===== config.mk =====
export PLATFORM = sky130hd
export DESIGN_NAME = ras_controller
export DESIGN_NICKNAME = d
export VERILOG_FILES = /design/src/rtl/ras_controller.sv
export SDC_FILE = /design/constraint.sdc
export NUM_CORES = 1
export LEC_CHECK = 0
export ABC_CLOCK_PERIOD_IN_PS = 6400
export BUFFER_PORTS_ARGS = -buffer_cell sky130_fd_sc_hd__clkbuf_2
export CORE_MARGIN = 2
export CORE_UTILIZATION = 30
export DETAILED_ROUTE_END_ITERATION = 16
export PLACE_DENSITY = 0.44
export SLEW_MARGIN = 20
export SYNTH_ARGS = -nofsm -noshare
export SYNTH_HDL_FRONTEND = slang
export SYNTH_SLANG_ARGS = --single-unit

===== constraint.sdc =====
create_clock -name clk -period 6.4 [get_ports clk]
set_clock_uncertainty 0.2 [all_clocks]
set_input_delay 0.96 -clock clk [delete_from_list [all_inputs] [get_ports clk]]
set_output_delay 0.96 -clock clk [all_outputs]
set_load 0.05 [all_outputs]

===== src/rtl/ras_controller.sv =====
// Return address stack sequencer for the fetch-stage predictor.
// Arbitrates two fetch slots onto one speculative stack, tracks a committed
// pointer/count retired from EX, and restores speculative state on flush.
// Optional build macro RAS_COMMIT_STACK_EN adds a committed copy of the array
// that is restored wholesale into the speculative array on flush.
module ras_controller #(
  parameter int unsigned DEPTH = 16,
  parameter int unsigned PTR_W = 4
) (
  input  logic             clk,
  input  logic             resetn,
  input  logic             stall,
  input  logic             push0,
  input  logic             pop0,
  input  logic [31:0]      push_addr0,
  input  logic             push1,
  input  logic             pop1,
  input  logic [31:0]      push_addr1,
  input  logic             commit_push,
  input  logic             commit_pop,
  input  logic [31:0]      commit_addr,
  input  logic             flush,
  output logic             ret_valid,
  output logic [31:0]      ret_target,
  output logic [PTR_W:0]   count,
  output logic             full,
  output logic             empty
);

  localparam logic [PTR_W:0]   CntMax = (PTR_W+1)'(DEPTH);
  localparam logic [PTR_W:0]   CntOne = (PTR_W+1)'(1);
  localparam logic [PTR_W-1:0] PtrOne = PTR_W'(1);

  logic [31:0]      stack_q [DEPTH];

  logic [PTR_W-1:0] spec_top_q, spec_top_d;
  logic [PTR_W:0]   spec_cnt_q, spec_cnt_d;
  logic [PTR_W-1:0] commit_top_q, commit_top_d;
  logic [PTR_W:0]   commit_cnt_q, commit_cnt_d;
  logic             ret_valid_q, ret_valid_d;
  logic [31:0]      ret_target_q, ret_target_d;

  logic             use_slot0;
  logic             sel_push, sel_pop;
  logic [31:0]      sel_addr;
  logic             spec_we;
  logic [PTR_W-1:0] spec_waddr;
  logic             commit_we;
  logic [PTR_W-1:0] commit_waddr;

  // Slot arbitration: slot0 is older, so any slot0 activity wins the cycle.
  always_comb begin
    use_slot0 = push0 | pop0;
    sel_push  = use_slot0 ? push0 : push1;
    sel_pop   = use_slot0 ? pop0 : pop1;
    sel_addr  = use_slot0 ? push_addr0 : push_addr1;
  end

  // Committed pointer/count next state; same push/pop rules as the speculative side.
  always_comb begin
    commit_top_d = commit_top_q;
    commit_cnt_d = commit_cnt_q;
    commit_we    = 1'b0;
    commit_waddr = commit_top_q + PtrOne;
    case ({commit_push, commit_pop})
      2'b10: begin
        commit_we    = 1'b1;
        commit_top_d = commit_top_q + PtrOne;
        if (commit_cnt_q != CntMax) commit_cnt_d = commit_cnt_q + CntOne;
      end
      2'b01: begin
        if (commit_cnt_q != '0) begin
          commit_top_d = commit_top_q - PtrOne;
          commit_cnt_d = commit_cnt_q - CntOne;
        end
      end
      2'b11: begin
        // Return+call retires in place: the top entry is replaced.
        commit_we    = 1'b1;
        commit_waddr = commit_top_q;
        if (commit_cnt_q == '0) commit_cnt_d = CntOne;
      end
      default: ;
    endcase
  end

  // Speculative next state; flush reloads from the post-commit values.
  always_comb begin
    spec_top_d   = spec_top_q;
    spec_cnt_d   = spec_cnt_q;
    ret_valid_d  = 1'b0;
    ret_target_d = ret_target_q;
    spec_we      = 1'b0;
    spec_waddr   = spec_top_q + PtrOne;
    if (flush) begin
      spec_top_d = commit_top_d;
      spec_cnt_d = commit_cnt_d;
    end else if (!stall) begin
      case ({sel_push, sel_pop})
        2'b10: begin
          spec_we    = 1'b1;
          spec_top_d = spec_top_q + PtrOne;
          // Full push wraps onto the oldest entry; count saturates.
          if (spec_cnt_q != CntMax) spec_cnt_d = spec_cnt_q + CntOne;
        end
        2'b01: begin
          if (spec_cnt_q != '0) begin
            ret_valid_d  = 1'b1;
            ret_target_d = stack_q[spec_top_q];
            spec_top_d   = spec_top_q - PtrOne;
            spec_cnt_d   = spec_cnt_q - CntOne;
          end
        end
        2'b11: begin
          ret_valid_d  = (spec_cnt_q != '0);
          ret_target_d = stack_q[spec_top_q];
          spec_we      = 1'b1;
          spec_waddr   = spec_top_q;
          if (spec_cnt_q == '0) spec_cnt_d = CntOne;
        end
        default: ;
      endcase
    end
  end

  // Pointer, count and return-target registers.
  always_ff @(posedge clk) begin
    if (!resetn) begin
      spec_top_q   <= PTR_W'(DEPTH - 1);
      commit_top_q <= PTR_W'(DEPTH - 1);
      spec_cnt_q   <= '0;
      commit_cnt_q <= '0;
      ret_valid_q  <= 1'b0;
      ret_target_q <= '0;
    end else begin
      spec_top_q   <= spec_top_d;
      commit_top_q <= commit_top_d;
      spec_cnt_q   <= spec_cnt_d;
      commit_cnt_q <= commit_cnt_d;
      ret_valid_q  <= ret_valid_d;
      ret_target_q <= ret_target_d;
    end
  end

`ifdef RAS_COMMIT_STACK_EN
  logic [31:0] committed_q [DEPTH];

  // Committed array tracks retired calls only.
  always_ff @(posedge clk) begin
    if (resetn && commit_we) committed_q[commit_waddr] <= commit_addr;
  end

  // Speculative array; on flush it is rebuilt from the committed array,
  // including any call retiring in the same cycle.
  always_ff @(posedge clk) begin
    if (resetn) begin
      if (flush) begin
        for (int unsigned i = 0; i < DEPTH; i++) stack_q[i] <= committed_q[i];
        if (commit_we) stack_q[commit_waddr] <= commit_addr;
      end else if (spec_we) begin
        stack_q[spec_waddr] <= sel_addr;
      end
    end
  end
`else
  logic unused_commit;
  assign unused_commit = ^{commit_we, commit_waddr, commit_addr};

  // Speculative array; flush leaves wrong-path writes in place.
  always_ff @(posedge clk) begin
    if (resetn && spec_we) stack_q[spec_waddr] <= sel_addr;
  end
`endif

  assign ret_valid  = ret_valid_q;
  assign ret_target = ret_target_q;
  assign count      = spec_cnt_q;
  assign full       = (spec_cnt_q == CntMax);
  assign empty      = (spec_cnt_q == '0);

endmodule

After elaboration in Yosys (flattened, before gate mapping)
Memories as Yosys holds them, arrays and structs flattened. A register that Yosys moved wholly into a read port is not among the register bits.
Cells that the tools add are included.
{ "totals": {"regBits": 51, "latch_bits": 0, "mem_bits_rw": 512, "rom_bits": 0, "input_bits": 106, "output_inout_bits": 40, "wordCells": 79, "memories": 1} }
{ "mem_list": {"columns": ["memory", "words", "word_bits", "rd", "rd_ports_with_merged_regs", "wr", "line_no", "text"], "rows": [
  ["stack_q", 16, 32, 1, 1, 1, "34", "logic [31:0] stack_q [DEPTH];"]
]} }
{ "op_classes": {"n_addsub": 8, "multipliers": 0, "div": 0, "order_cmp": 0, "eq_ne": 14, "shift": 0, "n_mux": 33, "bitwise_logic": 4, "reduce_logical": 13} }
{ "ops": {"columns": ["op", "n"], "rows": [
  ["2-to-1 mux 32 bit", 2],
  ["case mux 32 bit (2 select lines)", 1],
  ["2-to-1 mux 5 bit", 8],
  ["2-to-1 mux 4 bit", 9],
  ["case mux 5 bit (3 select lines)", 2],
  ["case mux 4 bit (2 select lines)", 2],
  ["adder 5 x 1 -> 5 bit, second input constant", 2],
  ["logical NOT 5 bit", 2],
  ["inequality test 5 bit, second input constant", 2],
  ["nonzero test 5 bit", 2],
  ["subtractor 5 x 1 -> 5 bit, second input constant", 2],
  ["inequality test 3 bit, second input constant", 3],
  ["adder 4 x 1 -> 4 bit, second input constant", 2],
  ["equality test 2 bit, second input constant", 4],
  ["2-to-1 mux 1 bit", 8],
  ["subtractor 4 x 1 -> 4 bit, second input constant", 2],
  ["equality test 5 bit, second input constant", 1],
  ["AND reduction 5 bit", 1],
  ["equality test 2 x 1 -> 1 bit, second input constant", 2],
  ["AND reduction 4 bit", 1],
  ["nonzero test 4 bit", 1],
  ["NOT 1 bit", 3],
  ["AND reduction 3 bit", 1],
  ["nonzero test 3 bit", 1],
  ["other kinds (8)", 8]
]} }

Longest topological paths before layout
{ "depth": {"depth_word": 10, "depth_mapped": 10, "depth_no_buf": 10} }

Least setup slack after synthesis
No wires, ideal clock.
{ "synth_timing": {"kind": "input-to-reg", "startpoint": "input pop0", "endpoint": "memory stack_q[1][0], enable pin", "setup_ns": 0.461, "t_arrival_ns": 4.350, "t_required_ns": 5.739, "slack_ns": 1.389, "cell_stages": 6, "path_buffers": 1, "path_cell_list": "clkbuf_1 > nand4bb_1 > a21boi_1 > or3_1 > nand3_1 > nor3_1"} }
{ "synth_via": {"elab_chain_cells": 10, "word_cells_on_any_way": 15, "cone_classes": "2 x eq/ne; 10 x mux; 1 x bitwise; 2 x reduce/logical"} }
{ "synth_rtl": {"columns": ["item", "line_no", "text"], "rows": [
  ["start, declared", "14", "input logic pop0,"],
  ["bitwise OR 1 bit", "53", "use_slot0 = push0 | pop0;"],
  ["2-to-1 mux 1 bit (on tied branches)", "55, 54", null],
  ["equality test 2 bit", "99", "case ({sel_push, sel_pop})"],
  ["OR reduction 2 bit (no line)", null, null],
  ["2-to-1 mux 1 bit", "99", null],
  ["2-to-1 mux 1 bit", "98", "end else if (!stall) begin"],
  ["2-to-1 mux 1 bit", "95", "if (flush) begin"],
  ["logical AND 1 bit", "171", "if (resetn && spec_we) stack_q[spec_waddr] <= sel_addr;"],
  ["2-to-1 mux 1 bit", "171", null],
  ["2-to-1 mux 1 bit (not written as such)", "171", null],
  ["end, declared", "34", null]
]} }
Several ways; a longest one is shown, not always the timed one.

Worst setup path after layout
{ "layout_timing": {"startpoint": "input push0", "endpoint": "memory stack_q[8][2], enable pin"} }
{ "layout_via": {"elab_chain_cells": 10, "word_cells_on_any_way": 15, "cone_classes": "2 x eq/ne; 10 x mux; 1 x bitwise; 2 x reduce/logical"} }
{ "layout_rtl": {"columns": ["item", "line_no", "text"], "rows": [
  ["start, declared", "13", "input logic push0,"],
  ["bitwise OR 1 bit", "53", null],
  ["2-to-1 mux 1 bit (on tied branches)", "55, 54", null],
  ["equality test 2 bit", "99", null],
  ["OR reduction 2 bit (no line)", null, null],
  ["2-to-1 mux 1 bit", "99", null],
  ["2-to-1 mux 1 bit", "98", null],
  ["2-to-1 mux 1 bit", "95", null],
  ["logical AND 1 bit", "171", null],
  ["2-to-1 mux 1 bit", "171", null],
  ["2-to-1 mux 1 bit (not written as such)", "171", null]
]} }
Several ways; a longest one is shown, not always the timed one.

==> impl_metrics.env <==
export IMPL_syn_inst=1128
export IMPL_clockBufferDepth=3
export IMPL_synth_edf_count=512
export IMPL_grt_pass1_wl_um=81740
export IMPL_synth_most_common_cell="edfxtp_1"
export IMPL_post_cts_setup_buffers=0
export IMPL_crit_path_max_fanout=20
export IMPL_maxSlewHeadroom_pct=27.33
export IMPL_pre_cts_ws_ps=1734
export IMPL_multiInputGateArea_mm2=0.006042
export IMPL_die_w_um=279.4
export IMPL_synth_cell_types=69
export IMPL_routedWlPerCell_um=24.36
export IMPL_maxSlewViolCount=0
export IMPL_drv_cap=0
export IMPL_synth_fp_nets=1247
export IMPL_dr_pass1_iters=4
export IMPL_fmax_mhz=252.2
export IMPL_final_nets=1386
export IMPL_ys_async_sr_fraction_pct=0
export IMPL_end_kind="flip-flop"
export IMPL_period_share_pct=61.96
export IMPL_worstSetupPathType="input pin to flip-flop"
export IMPL_synth_top_cell_by_area="edfxtp_1"
export IMPL_nFillCells=6878
export IMPL_setup_violations=0
export IMPL_synth_top_area_share_pct=67.58
export IMPL_setup_tns_ps=0
export IMPL_htreeDepth=2
export IMPL_clock_latency_ps=630
export IMPL_ys_seq_area_share_pct=72.42
export IMPL_startpoint_type="input pin"
export IMPL_regArea_mm2=0.01649
export IMPL_cp_data_arrival_time_ps=4050
export IMPL_status="completed"
export IMPL_diodes=0
export IMPL_peakVddDrop_mv=0.1911
export IMPL_grt_pass1_vias=11950
export IMPL_max_slew_worst_pin_slew_ps=1090
export IMPL_initial_core_util_pct=30.46
export IMPL_overflow=0
export IMPL_grt_use_met2_pct=25.30
export IMPL_p_leak_nw=8.668
export IMPL_route_vias_total=11250
export IMPL_drc=0
export IMPL_die_h_um=279.4
export IMPL_antenna_left=0
export IMPL_rsz0062_at_grt="false"
export IMPL_cts_buffers=59
export IMPL_synthTopCellsByCount="edfxtp_1 (512), mux4_2 (160), dfxtp_1 (55)"
export IMPL_use_met3_pct=2.143
export IMPL_syn_area_per_cell_um2=20.17
export IMPL_drive_gt1_share_pct=35.38
export IMPL_core_mm2=0.07470
export IMPL_clk_pin_slew_worst_paths_ps=60
export IMPL_grt_use_met1_pct=18.80
export IMPL_grt_max_degree=81
export IMPL_viasPerCell=4.920
export IMPL_report_final_hold_viol_count=0
export IMPL_pin_count=146
export IMPL_min_period_ps=3966
export IMPL_yosysWarnings=0
export IMPL_crit_slowest_cell="nor2_4"
export IMPL_num_rows=100
export IMPL_worst_slack_ps=2435
export IMPL_ctsResizeCount=0
export IMPL_powerDensity_mw_per_mm2=328.0
export IMPL_hpwl_um=31330
export IMPL_yosys_top_cells_area="edfxtp_1 (68%), mux4_2 (16%), dfxtp_1 (4.8%)"
export IMPL_syn_cell_area_mm2=0.02275
export IMPL_gp_congestion=0.7279
export IMPL_top_usage_layer="met2"
export IMPL_routed_wl_um=55680
export IMPL_io_buffers=113
export IMPL_synth_ff_type="edfxtp_1"
export IMPL_dieArea_mm2=0.07805
export IMPL_hold_buffers=0
export IMPL_critical_path_max_stage_delay_ps=870
export IMPL_cts_tree="yes"
export IMPL_path_cells="clkbuf_2 > nand4bb_1 > a21boi_1 > o21a_1 > o2111ai_1 > nor2_4 > buf_4"
export IMPL_worstPathRequired_ps=6490
export IMPL_antenna_found_initial=0
export IMPL_ys_ff_latch=567
export IMPL_track_usage_pct=14.35
export IMPL_clock_tree_root_cell="clkbuf_16"
export IMPL_cts_sinks=567
export IMPL_worstHoldPathType="flip-flop to flip-flop"
export IMPL_area_growth_pct=17.14
export IMPL_drtIter0Drc=768
[cell usage in the layout, fill, tap and decap left out, drive strengths merged, types with 4 or more instances in the layout]
master / n
o21ai: 16
and2: 6
nand3: 11
ha: 13
mux2i: 8
clkinvlp: 8
buf: 28
clkbuf: 183
inv: 20
nor2: 28
edfxtp: 512
nor2b: 8
nor4: 4
dfxtp: 55
nor3b: 5
nand2: 52
clkinv: 22
bufinv: 9
a21oi: 15
o211ai: 5
mux2: 34
a31oi: 4
o2bb2ai: 33
nor3: 12
mux4: 160
nand2b: 5
and3: 4
or3: 7
[layer usage]
layer	vias up	wire, um
met2	156	28740
met4	0	841
met5	-	0
met3	55	1514
met1	6034	24580
li1	5001	-
[final cells by class]
| type | instances | share of cell area [%] |
|---|---|---|
| Sequential cell | 567 | 61.86 |
| Multi-Input combinational cell | 480 | 22.67 |
| Clock buffer | 70 | 5.845 |
| Tap cell | 969 | 4.550 |
| Timing Repair Buffer | 141 | 3.005 |
| Clock inverter | 41 | 1.812 |
| Inverter | 18 | 0.2535 |
[critical path: cells and delay by family]
kind | cells | cell delay, ps
AO/OA/AOI/OAI | 3 | 1230
buffers and inverters | 2 | 650
AND/OR/NAND/NOR | 2 | 1180
[registers in the layout, indices dropped and copies added (netlist names), named ones only]
signal and count:
ret_target 32, count 5, stack_q 512, commit_cnt_q 5, commit_top_q 4, ret_valid 1
spec_top_q 4
[stage by stage]
step	utilization [%]	hold slack [ps]	cell area [um^2]	total power, mW	cells
floorplan	-	302.1	22750	4.954	1128
global placement	32.94	246.1	24610	5.253	2175
detailed placement	32.94	252.4	24610	5.260	2175
CTS	35.68	261.3	26650	8.861	2286
global route	35.68	286.4	26650	9.067	2286
finish	35.68	257.2	26650	8.742	2286
[logic make-up after synthesis]
group                    Yosys count  synth area share [%]
AO/OA/AOI/OAI                    110                 3.850
flip-flops                       567                 72.42
adder cells (fa/ha/maj)           13                0.7150
XOR/XNOR                           3                0.1155
AND/OR/NAND/NOR                  152                 3.432
multiplexers                     202                 17.87
buffers and inverters             81                 1.589
[final timing paths]
path                                      from              to  slack, ps  cells after the start
worst max-delay path                     push0   stack_q[8][2]       2430                      7
worst min register to register  ret_target[24]  ret_target[24]        260                      2
worst min-delay path            ret_target[24]  ret_target[24]        260                      2
worst max register to register   spec_top_q[0]   stack_q[8][2]       3040                      6
[power breakdown]
| part | leakage (nW) | switching [mW] | total (mW) | internal [mW] |
|---|---|---|---|---|
| Clock | 0.982 | 1.48 | 3.59 | 2.11 |
| Sequential | 5.05 | 0.0846 | 4.21 | 4.12 |
| Combinational | 2.63 | 0.539 | 0.946 | 0.407 |
(Power assumes the default switching activity.)
